File: src/rtl/mc_pkg.sv
// Shared definitions for the MOSI frame decoder: beat width, header layout,
// opcode and FSM state encodings.
package mc_pkg;

  localparam int unsigned MOSI_DATA_W = 32;

  // Header beat field positions
  localparam int unsigned HDR_OP_HI   = 31;
  localparam int unsigned HDR_OP_LO   = 30;
  localparam int unsigned HDR_LEN_HI  = 29;
  localparam int unsigned HDR_LEN_LO  = 24;
  localparam int unsigned HDR_ADDR_HI = 23;
  localparam int unsigned HDR_ADDR_LO = 0;

  typedef enum logic [1:0] {
    OP_NOP   = 2'b00,
    OP_WRITE = 2'b01,
    OP_READ  = 2'b10,
    OP_RSVD  = 2'b11
  } opcode_e;

  typedef enum logic [2:0] {
    ST_IDLE,
    ST_CMD,
    ST_WDATA,
    ST_WACK,
    ST_RHDR,
    ST_RDATA
  } state_e;

endpackage

File: src/rtl/frame_beat_cnt.sv
// Per-frame beat counter: counts handshakes and flags the final beat
// (count == len). Self-clears on the last beat so it never wraps in a frame.
module frame_beat_cnt
  import mc_pkg::*;
#(
  parameter int unsigned CNT_W = 6
) (
  input  logic             clk,
  input  logic             rst_n,
  input  logic             clr_i,
  input  logic             inc_i,
  input  logic [CNT_W-1:0] len_i,
  output logic             last_o
);

  logic [CNT_W-1:0] cnt_q, cnt_d;

  assign last_o = (cnt_q == len_i);

  // Next count: clear on request or on the final beat, else step per beat.
  always_comb begin
    cnt_d = cnt_q;
    if (clr_i || (inc_i && last_o)) begin
      cnt_d = '0;
    end else if (inc_i) begin
      cnt_d = cnt_q + 1'b1;
    end
  end

  // Counter register.
  always_ff @(posedge clk or negedge rst_n) begin
    if (!rst_n) begin
      cnt_q <= '0;
    end else begin
      cnt_q <= cnt_d;
    end
  end

endmodule

File: src/rtl/mosi_frame_decoder.sv
// Decodes host MOSI frames (header + optional write beats) into controller
// commands, forwards write data, and returns a response header plus read
// data on MISO.
module mosi_frame_decoder
  import mc_pkg::*;
#(
  parameter int unsigned MOSI_DATA_W = mc_pkg::MOSI_DATA_W,
  parameter int unsigned ADDR_W      = 24,
  parameter int unsigned LEN_W       = 6
) (
  input  logic                   clk,
  input  logic                   rst,
  input  logic [MOSI_DATA_W-1:0] mosi_data_i,
  input  logic                   mosi_valid_i,
  output logic                   mosi_ready_o,
  output logic [MOSI_DATA_W-1:0] miso_data_o,
  output logic                   miso_valid_o,
  input  logic                   miso_ready_i,
  output logic                   cmd_valid_o,
  input  logic                   cmd_ready_i,
  output logic                   cmd_we_o,
  output logic [ADDR_W-1:0]      cmd_addr_o,
  output logic [LEN_W-1:0]       cmd_len_o,
  output logic                   wdata_valid_o,
  input  logic                   wdata_ready_i,
  output logic [MOSI_DATA_W-1:0] wdata_o,
  input  logic                   rdata_valid_i,
  output logic                   rdata_ready_o,
  input  logic [MOSI_DATA_W-1:0] rdata_i,
  output logic                   err_o
);

  state_e      state_q, state_d;
  logic [31:0] hdr_q, hdr_d;
  logic        err_q, err_d;
  logic        cnt_clr, cnt_inc, cnt_last;
  opcode_e     op_in, op_q;
  logic [LEN_W-1:0] len_q;

  assign op_in      = opcode_e'(mosi_data_i[HDR_OP_HI:HDR_OP_LO]);
  assign op_q       = opcode_e'(hdr_q[HDR_OP_HI:HDR_OP_LO]);
  assign len_q      = hdr_q[HDR_LEN_LO +: LEN_W];
  assign cmd_we_o   = (op_q == OP_WRITE);
  assign cmd_addr_o = hdr_q[HDR_ADDR_LO +: ADDR_W];
  assign cmd_len_o  = len_q;
  assign err_o      = err_q;

  frame_beat_cnt #(
    .CNT_W (LEN_W)
  ) u_beat_cnt (
    .clk    (clk),
    .rst_n  (rst),
    .clr_i  (cnt_clr),
    .inc_i  (cnt_inc),
    .len_i  (len_q),
    .last_o (cnt_last)
  );

  // Next-state and output decode; data phases are combinational pass-through.
  always_comb begin
    state_d       = state_q;
    hdr_d         = hdr_q;
    err_d         = 1'b0;
    cnt_clr       = 1'b0;
    cnt_inc       = 1'b0;
    mosi_ready_o  = 1'b0;
    miso_valid_o  = 1'b0;
    miso_data_o   = '0;
    cmd_valid_o   = 1'b0;
    wdata_valid_o = 1'b0;
    wdata_o       = '0;
    rdata_ready_o = 1'b0;
    case (state_q)
      ST_IDLE: begin
        // Ready is held low while reset is asserted.
        mosi_ready_o = rst;
        cnt_clr      = 1'b1;
        if (mosi_valid_i) begin
          hdr_d = mosi_data_i[31:0];
          case (op_in)
            OP_WRITE, OP_READ: state_d = ST_CMD;
            OP_RSVD:           err_d   = 1'b1;
            default:           ;
          endcase
        end
      end
      ST_CMD: begin
        cmd_valid_o = 1'b1;
        if (cmd_ready_i) begin
          state_d = (op_q == OP_WRITE) ? ST_WDATA : ST_RHDR;
        end
      end
      ST_WDATA: begin
        wdata_valid_o = mosi_valid_i;
        mosi_ready_o  = wdata_ready_i;
        wdata_o       = mosi_data_i;
        cnt_inc       = mosi_valid_i && wdata_ready_i;
        if (cnt_inc && cnt_last) state_d = ST_WACK;
      end
      ST_WACK: begin
        miso_valid_o = 1'b1;
        miso_data_o  = MOSI_DATA_W'({OP_WRITE, hdr_q[HDR_LEN_HI:HDR_ADDR_LO]});
        if (miso_ready_i) state_d = ST_IDLE;
      end
      ST_RHDR: begin
        miso_valid_o = 1'b1;
        miso_data_o  = MOSI_DATA_W'({OP_READ, hdr_q[HDR_LEN_HI:HDR_ADDR_LO]});
        if (miso_ready_i) state_d = ST_RDATA;
      end
      ST_RDATA: begin
        miso_valid_o  = rdata_valid_i;
        rdata_ready_o = miso_ready_i;
        miso_data_o   = rdata_i;
        cnt_inc       = rdata_valid_i && miso_ready_i;
        if (cnt_inc && cnt_last) state_d = ST_IDLE;
      end
      default: state_d = ST_IDLE;
    endcase
  end

  // State, header and error-pulse registers.
  always_ff @(posedge clk or negedge rst) begin
    if (!rst) begin
      state_q <= ST_IDLE;
      hdr_q   <= '0;
      err_q   <= 1'b0;
    end else begin
      state_q <= state_d;
      hdr_q   <= hdr_d;
      err_q   <= err_d;
    end
  end

endmodule

File: config.mk
export PLATFORM = sky130hd
export DESIGN_NAME = mosi_frame_decoder
export DESIGN_NICKNAME = d
export VERILOG_FILES = /design/src/rtl/mc_pkg.sv /design/src/rtl/frame_beat_cnt.sv /design/src/rtl/mosi_frame_decoder.sv
export SDC_FILE = /design/constraint.sdc
export NUM_CORES = 1
export LEC_CHECK = 0
export BUFFER_PORTS_ARGS = -buffer_cell sky130_fd_sc_hd__buf_2
export CORE_ASPECT_RATIO = 1.4
export CORE_UTILIZATION = 43
export CTS_CLUSTER_DIAMETER = 30
export DETAILED_ROUTE_END_ITERATION = 8
export PLACE_DENSITY = 0.79
export SYNTH_ARGS = -nofsm -noshare
export SYNTH_HDL_FRONTEND = slang
export SYNTH_HIERARCHICAL = 1
export SYNTH_SLANG_ARGS = --single-unit
File: constraint.sdc
create_clock -name clk -period 2.4 [get_ports clk]
set_clock_uncertainty 0.1 [all_clocks]
set_input_delay 0.36 -clock clk [delete_from_list [all_inputs] [get_ports clk]]
set_output_delay 0.36 -clock clk [all_outputs]
set_load 0.02 [all_outputs]
==> results.yml <==
critical_path:
  crit_path_end_kind: "output pin"
  cp-start-kind: "flop"
  path_class: "flop to output pin"
  cp.arrival_ps: 1830
  ff2ff_path_depth: 7
  worstPathRequired_ps: 1940
  worstPathMaxFanout: 31
route:
  drt-met1-wl_um: 3033
  vias: 2468
  routedWlPerCell_um: 15.36
  highest_layer: "met4"
  dr_wl_met2_um: 3839
  first_pass_iters: 4
  drc_errors: 0
  wl_met3_um: 331
  drtIter0Drc: 69
  postRouteAntennaNets: 0
  routed_wl_um: 7279
  routed_via_density: 5.207
die:
  pin_count: 172
  dieArea_um2: 7142
  die_y_um: 99.59
  start_util: 0.4453
  die_x_um: 71.71
  core-area_um2: 6569
  num_rows: 35
timing:
  finalHoldViolCount: 0
  tns_ps: 0
  rsz0062_at_grt: "no"
  setup_viol: 0
  fmax_mhz: 436.3
  slew_headroom: 0.6421
  layout_setup_ws_ps: 108.1
  max_slew.worst_pin.slew_ps: 536.9
  drv_slew: 0
  fin_crit_ps: 2292
  holdWs_ps: 67.08
  finalCritPeriodShare: 0.9549
cells_and_area:
  n_antenna_cell: 0
  fin_nets: 472
  drive_gt1_frac: 0.5725
  syn_to_final_growth_pct: 25.96
  fin_area_um2: 3685
min_path:
  hold_path_class: "input port to async pin"
cts:
  htree_num_levels: 2
  cts-root-buf: "clkbuf_8"
  cts_tree: "yes"
  insertion_delay_ps: 290
  cts_sinks: 42
  cts_hold_buf: 0
  clkTransAtPathRegs_ps: 80
  clk_path_buf_depth: 2
  cts_buffers: 5
outcome:
  status: "completed"
pwr:
  p_total_w: 0.005225
  leakagePower_nw: 2.011
  powerDensity_nw_per_um2: 1418
  peakVddDrop_mv: 0.5873
yosys:
  ys_seq_area_frac: 0.3593
  synth_top_family_by_area: "multiplexers"
  syn_area_per_cell_um2: 11.12
  synth-xor-area-share: 0.02994
  yosysTopAreaCell: "dfrtp_1"
  syn_area_um2: 2925
  ys_types: 46
  syn-num-nets: 336
  synth_compound_area_frac: 0.1553
  synth_seq_cells: 42
  synthAdderAreaFrac: 0.008554
  synthTopCellsByArea: "dfrtp_1 (36%), mux2_4 (14%), a22o_1 (9.3%)"
  synth_edf_count: 0
  yosys_warnings: 6
  synth_top_flop_cell: "dfrtp_1"
  yosysMostFrequentCell: "dfrtp_1"
  synth_top_area_frac: 0.3593
  synthMuxAreaShare: 0.1625
  synth_common_cells: "dfrtp_1 (42), and2_1 (34), a22o_1 (31), buf_4 (31), mux2_4 (28)"
  syn_inst: 263
  synth-simple-area-share: 0.1416
  async_flop_share: 1.000
global_routing:
  grt_pass1_vias: 2296
  grt-ovfl-total: 0
  grt_pass1_wl_um: 11120
  antenna_found_initial: 0
  grtUsageTotal: 0.1987
  grt_max_degree: 43
job:
  maxCapViolations: 0
placed_design:
  portBuffers: 171
  gp_congestion: 0.8967
  placed_area_um2: 3575
  hpwl_um: 5407
  post-place-ws_ps: 169.5
-- critical path, stage by stage (launching register included) --
cell     delay [ps]
dfrtp_1         520
nor2b_2         260
and2_1          220
buf_12          200
a22o_1          170
buf_2           170
-- logic make-up after synthesis --
family | after synthesis
AND/OR/NAND/NOR | 67
AO/OA/AOI/OAI | 55
multiplexers | 33
buffers and inverters | 54
adder cells (fa/ha/maj) | 2
flip-flops | 42
XOR/XNOR | 10
-- per-stage QoR --
stage          std cells    util
2_1_floorplan        263       -
3_3_place_gp         466  0.5442
3_5_place_dp         466  0.5442
4_1_cts              474  0.5608
5_1_grt              474  0.5610
6_report             474  0.5610
-- path summary, 6_finish.rpt --
check,startpoint,end,slack (ps)
max,state_q[1],miso_data_o[29],110
min,rst,hdr_q[30],70
max reg2reg,state_q[1],u_beat_cnt/cnt_q[5],190
min reg2reg,hdr_q[1],hdr_q[1],430
max in group asynchronous,rst,state_q[2],1730
min in group clk,mosi_data_i[16],hdr_q[16],210
-- report_power, final --
part | switching, W | internal, W | total (W)
Sequential | 0.000347 | 0.00102 | 0.00137
Clock | 0.000238 | 0.000306 | 0.000544
Combinational | 0.00183 | 0.00148 | 0.00331
-- state kept, by name (all words and copies together) (netlist names) --
signal            cells
err_o                 1
state_q               3
u_beat_cnt/cnt_q      6
hdr_q                32
-- cells in the final DEF, fill, tap and decap left out, drive strengths merged, types with 3 or more instances in the layout --
cell and count:
a211oi 4, nand2 8, dfrtp 42, nand3b 3
o21ai 6, clkbuf 5, and3 3, and2 36
xor2 5, buf 179, mux2 32, a21boi 3
nor3 4, nor2 5, xnor2 5, a22o 31
nand3 3, inv 4
-- routing by layer --
layer	GRT usage	up-vias
li1	-	1167
met1	0.2394	1200
met2	0.3650	94
met3	0.02432	7
met4	0.05732	0
met5	0	-
-- layout make-up --
class | count | area, µm²
Fill cell | 600 | 2884
Multi-Input combinational cell | 167 | 1463
Sequential cell | 42 | 1052
Timing Repair Buffer | 179 | 953.4
Tap cell | 74 | 92.59
Clock buffer | 5 | 68.82
Clock inverter | 3 | 40.04
Inverter | 4 | 15.01
-- repair_timing --
action	4_1_cts	5_1_grt
resized for setup	0	1
buffers inserted	0	0
hold endpoints to repair	0	0
setup endpoints to repair	0	36
Power figures use the tool's default switching activity.
